### src/rtl/enc_dec_defs_pkg.sv
// Shared SEC-DED definitions for the 32-bit extended-Hamming encoder and decoder:
// parity masks, widths, parity bit positions and the codeword assembly helpers.
package enc_dec_defs_pkg;

  localparam int DATA_W   = 26;
  localparam int CW_W     = 32;
  localparam int PAR_W    = 6;
  localparam int CNT_W    = 16;
  localparam int DATA_LSB = 6;

  localparam int P0_POS = 0;
  localparam int P1_POS = 1;
  localparam int P2_POS = 2;
  localparam int P3_POS = 3;
  localparam int P4_POS = 4;
  localparam int P5_POS = 5;

  // Each mask selects the data positions covered by one Hamming parity bit
  localparam logic [CW_W-1:0] MASK0 = 32'hAAAB56C0;
  localparam logic [CW_W-1:0] MASK1 = 32'hCCCD9B40;
  localparam logic [CW_W-1:0] MASK2 = 32'hF0F1E380;
  localparam logic [CW_W-1:0] MASK3 = 32'hFF01FC00;
  localparam logic [CW_W-1:0] MASK4 = 32'hFFFE0000;

  localparam logic [CNT_W-1:0] CNT_MAX = 16'hFFFF;

  typedef struct packed {
    logic [DATA_W-1:0] data;
    logic [PAR_W-1:0]  par;
    logic [CW_W-1:0]   inj;
  } s1_word_t;

  function automatic logic [4:0] hamming_par(input logic [DATA_W-1:0] data);
    logic [CW_W-1:0] c;
    logic [4:0]      p;
    c = {data, {DATA_LSB{1'b0}}};
    p = '0;
    p[P0_POS] = ^(c & MASK0);
    p[P1_POS] = ^(c & MASK1);
    p[P2_POS] = ^(c & MASK2);
    p[P3_POS] = ^(c & MASK3);
    p[P4_POS] = ^(c & MASK4);
    return p;
  endfunction

  function automatic logic [CW_W-1:0] assemble_cw(input logic [DATA_W-1:0] data,
                                                  input logic [PAR_W-1:0]  par);
    logic [CW_W-1:0] cw;
    cw = '0;
    cw[CW_W-1:DATA_LSB] = data;
    cw[P5_POS]          = par[P5_POS];
    cw[P4_POS:P0_POS]   = par[P4_POS:P0_POS];
    return cw;
  endfunction

endpackage

### src/rtl/enc_parity_calc_32bit.sv
// Combinational SEC-DED parity generator: five Hamming bits plus the overall
// even-parity bit that covers data and the Hamming bits together.
module enc_parity_calc_32bit
  import enc_dec_defs_pkg::*;
(
  input  logic [25:0] data,
  output logic [5:0]  parity
);

  logic [4:0] ham_par;

  always_comb begin
    ham_par = hamming_par(data);
    parity  = {^{data, ham_par}, ham_par};
  end

endmodule

### src/rtl/enc_codeword_gen_32bit.sv
// Two-stage valid/ready SEC-DED encoder with per-word error injection and a
// saturating count of delivered codewords.
module enc_codeword_gen_32bit
  import enc_dec_defs_pkg::*;
(
  input  logic        clk,
  input  logic        rst_n,
  input  logic        in_valid,
  output logic        in_ready,
  input  logic [25:0] in_data,
  input  logic [31:0] in_inj_mask,
  output logic        out_valid,
  input  logic        out_ready,
  output logic [31:0] out_codeword,
  output logic [15:0] word_cnt
);

  logic        s1_v_q, s1_v_d;
  s1_word_t    s1_word_q, s1_word_d;
  logic        out_valid_q, out_valid_d;
  logic [31:0] out_cw_q, out_cw_d;
  logic [15:0] word_cnt_q, word_cnt_d;

  logic [5:0]  par_calc;
  logic        s2_accept;
  logic        in_fire;
  logic        s1_to_s2;
  logic        out_fire;

  enc_parity_calc_32bit u_parity (
    .data   (in_data),
    .parity (par_calc)
  );

  // Handshake decisions; a full pipeline still advances when the sink takes a word
  always_comb begin
    s2_accept = !out_valid_q || out_ready;
    in_ready  = !s1_v_q || s2_accept;
    in_fire   = in_valid && in_ready;
    s1_to_s2  = s1_v_q && s2_accept;
    out_fire  = out_valid_q && out_ready;
  end

  always_comb begin
    s1_v_d    = s1_v_q;
    s1_word_d = s1_word_q;
    if (in_fire) begin
      s1_v_d         = 1'b1;
      s1_word_d.data = in_data;
      s1_word_d.par  = par_calc;
      s1_word_d.inj  = in_inj_mask;
    end else if (s1_to_s2) begin
      s1_v_d = 1'b0;
    end
  end

  // Injection is applied to the finished codeword so P5 reflects clean data
  always_comb begin
    out_valid_d = out_valid_q;
    out_cw_d    = out_cw_q;
    if (s1_to_s2) begin
      out_valid_d = 1'b1;
      out_cw_d    = assemble_cw(s1_word_q.data, s1_word_q.par) ^ s1_word_q.inj;
    end else if (out_fire) begin
      out_valid_d = 1'b0;
    end
  end

  always_comb begin
    word_cnt_d = word_cnt_q;
    if (out_fire && (word_cnt_q != CNT_MAX)) begin
      word_cnt_d = word_cnt_q + 16'd1;
    end
  end

  always_ff @(posedge clk or negedge rst_n) begin
    if (!rst_n) begin
      s1_v_q      <= 1'b0;
      s1_word_q   <= '0;
      out_valid_q <= 1'b0;
      out_cw_q    <= '0;
      word_cnt_q  <= '0;
    end else begin
      s1_v_q      <= s1_v_d;
      s1_word_q   <= s1_word_d;
      out_valid_q <= out_valid_d;
      out_cw_q    <= out_cw_d;
      word_cnt_q  <= word_cnt_d;
    end
  end

  assign out_valid    = out_valid_q;
  assign out_codeword = out_cw_q;
  assign word_cnt     = word_cnt_q;

endmodule

### config.mk
export PLATFORM = sky130hd
export DESIGN_NAME = enc_codeword_gen_32bit
export DESIGN_NICKNAME = d
export VERILOG_FILES = /design/src/rtl/enc_dec_defs_pkg.sv /design/src/rtl/enc_parity_calc_32bit.sv /design/src/rtl/enc_codeword_gen_32bit.sv
export SDC_FILE = /design/constraint.sdc
export NUM_CORES = 1
export LEC_CHECK = 0
export BUFFER_PORTS_ARGS = -buffer_cell sky130_fd_sc_hd__buf_2
export CAP_MARGIN = 20
export CELL_PAD_IN_SITES_DETAIL_PLACEMENT = 1
export CELL_PAD_IN_SITES_GLOBAL_PLACEMENT = 2
export CORE_MARGIN = 4
export CORE_UTILIZATION = 36
export CTS_CLUSTER_SIZE = 8
export DETAILED_ROUTE_END_ITERATION = 10
export HOLD_SLACK_MARGIN = 0.08
export PLACE_DENSITY_LB_ADDON = 0.1
export SYNTH_ARGS = -nofsm -noshare
export SYNTH_HDL_FRONTEND = slang
export SYNTH_SLANG_ARGS = --single-unit
export TNS_END_PERCENT = 1
### constraint.sdc
create_clock -name clk -period 2.1 [get_ports clk]
set_input_delay 0.105 -clock clk [delete_from_list [all_inputs] [get_ports clk]]
set_output_delay 0.105 -clock clk [all_outputs]
set_load 0.05 [all_outputs]
==> out/metrics.cfg <==
[clock_tree]
clkSinkCount=114
cts_tree=built
clkLatencyLatePin_ps=410
clockBufferDepth=2
clk_transition_reported_paths_ps=50
numCtsBuffers=17
h-tree-depth=4
cts-root-buf=clkbuf_16
post_cts_buffers=0

[worst_setup_path]
r2r-start=word_cnt[3]$_DFFE_PN0P_
crit_path_max_fanout=4
required_ps=2390
cp-end-kind=flop
crit_path_start_kind=input pin
timing.rr.end=word_cnt[9]$_DFFE_PN0P_
reg2reg_depth=6
rrSetupSlack_ps=140
critPathKind=in -> reg
cp.arrival_ps=2290

[floorplan]
fp.dieW_um=126.3
core_area_sq_mm=0.01345
fp-row-count=42
start_util_pct=37.44
design.die.area_sq_mm=0.01595
pin_count=112
die_y_um=126.3

[placement]
numPlacedInstances=677
port_buffers=111
gp_congestion=0.7675
hpwl_mm=8.163
dpl_worst_slack_ps=117.2

[layout]
nNetsFinal=644
mostFrequentLayoutCells=dfrtp_1 (113), buf_2 (110), xnor2_1 (76)
multi_input_comb_area_sq_mm=0.002147
fin_util_pct=52.25
mostFrequentLayoutCell=dfrtp_1
drive_gt1_share_pct=35.35
ff_latch_area_sq_mm=0.002854
syn_to_final_growth_pct=39.54
antennaDiodeCount=0
instances_no_fill=770
fillers=1430

[power]
vdd_drop_max_uv=817.1
power_density_mw_per_mm2=1197
p_leak_nw=3.185
p_total_mw=8.417

[global_route]
grt_pass1_wl_mm=20.35
track_usage_pct=16.40
overflow=0
grt_max_degree=115
grt_pass1_vias=3854
antenna_found_initial=0

[yosys]
synth_area_leaders=dfrtp_1 (57%), mux2_2 (13%), xnor2_1 (13%), o21ai_0 (3.6%), nand2_1 (3.4%)
syn_avg_cell_area_sq_um=12.66
syn_inst=398
syn_nets=461
yosysTopAreaCellShare_pct=56.63
syn_area_sq_mm=0.005037
yosysSeqAreaShare_pct=56.63
yosysTopAreaCell=dfrtp_1
synth.distinct_cells=23
synth_warnings=0
ys_ff_latch=114

[sta]
post-route-worst-setup-slack_ps=100.0
slew_headroom_pct=58.97
skew_ps=5.136
hold_violations=0
slew_violations=0
finalCritPeriodShare_pct=95.24
min_period_ps=2000
tightest_slew_ps=615.4
fmax_mhz=500.0
fin_hold_ws_ps=335.4
setup_viol=0

[route]
drt_iter0_markers=96
drc=0
avgRoutedWirePerCell_um=15.79
vias=3571
ant_nets=0
drt-total-wl_mm=12.16
via_per_inst=4.638
dr.pass1.iters=4

[job]
maxCapViolCount=0

[status]
status=finished, final reports clean

[hold_path]
hold_path.class=in -> async

[layer usage]
metal | vias up | routed length (um) | track usage, % | part of all wire (%)
met5 | - | 0 | 0 | 0
met4 | 0 | 203 | 6.057 | 1.7
met3 | 19 | 600 | 5.338 | 4.9
met2 | 76 | 6198 | 27.20 | 51
met1 | 1771 | 5155 | 20.07 | 42
li1 | 1705 | - | - | -
[logic make-up after synthesis]
| family | after synthesis | synth area share (%) |
|---|---|---|
| flip-flops | 114 | 56.63 |
| buffers and inverters | 15 | 1.118 |
| AO/OA/AOI/OAI | 38 | 3.875 |
| AND/OR/NAND/NOR | 71 | 6.359 |
| multiplexers | 60 | 13.41 |
| adder cells (fa/ha/maj) | 1 | 0.2483 |
| XOR/XNOR | 99 | 18.36 |
[synth_stat cells (all sizes together)]
cell type  instances
nor2               4
nand2b             3
dfrtp            114
and3               4
nand4              3
nand3b             1
xnor3              2
buf                6
inv                1
nand3              7
o21ai             37
and4               3
xnor2             79
mux2              60
ha                 1
xor3               1
clkbuf             8
xor2              17
o311a              1
nand2             45
nor3               1
[through the flow]
step	setup TNS, ps	cell area, sq um
floorplan	-4206	5040
detailed placement	0	5857
finish	0	7029
CTS	0	7020
global route	-2.455	7029
global placement	0	5857
[where the power goes]
group | internal, mW | switching (mW) | leakage (nW)
clock | 1.74 | 0.926 | 0.275
combinational | 1.03 | 1.68 | 1.54
sequential | 2.70 | 0.338 | 1.37
total | 5.47 | 2.95 | 3.19
[how the worst max path moves through the flow]
stage,start,endpoint,slack [ps],depth (start not counted)
after floorplan,word_cnt[3]$_DFFE_PN0P_,word_cnt[6]$_DFFE_PN0P_,-90,7
after global placement,in_data[10],s1_word_q[37]$_DFFE_PN0P_,170,7
after detailed placement,in_data[10],s1_word_q[37]$_DFFE_PN0P_,120,7
after CTS,in_data[10],s1_word_q[37]$_DFFE_PN0P_,20,8
after global routing,in_data[10],s1_word_q[37]$_DFFE_PN0P_,-2,8
final,in_data[25],s1_word_q[37]$_DFFE_PN0P_,100,8
[area by class of cell]
cell class / count / area share [%]
inverters: 1 / 0.05340
flip-flops and latches: 114 / 40.60
repair buffers: 178 / 17.80
multi-input cells: 269 / 30.54
clock buffers: 27 / 7.156
clock inverters: 5 / 0.7120
well taps: 176 / 3.133
[flip-flops by register name, summed over array words and instances, names as in the netlist]
name	count
s1_word_q	64
out_codeword	32
s1_v_q	1
out_valid	1
word_cnt	16
[what timing repair did]
action | CTS | global route
endpoints found under the hold margin | 175 | 0
endpoints found under the setup margin | 0 | 4
hold buffers | 61 | 0
resized for setup | 0 | 2
[critical path, cell delays in order]
cell and delay [ps]:
dlygate4sd3_1 550, buf_2 170, xor2_1 170, xnor2_1 360, xnor2_2 200, xor3_1 450, xnor3_1 220, o21ai_1 60
No activity file was read; power rests on OpenSTA's default activity.
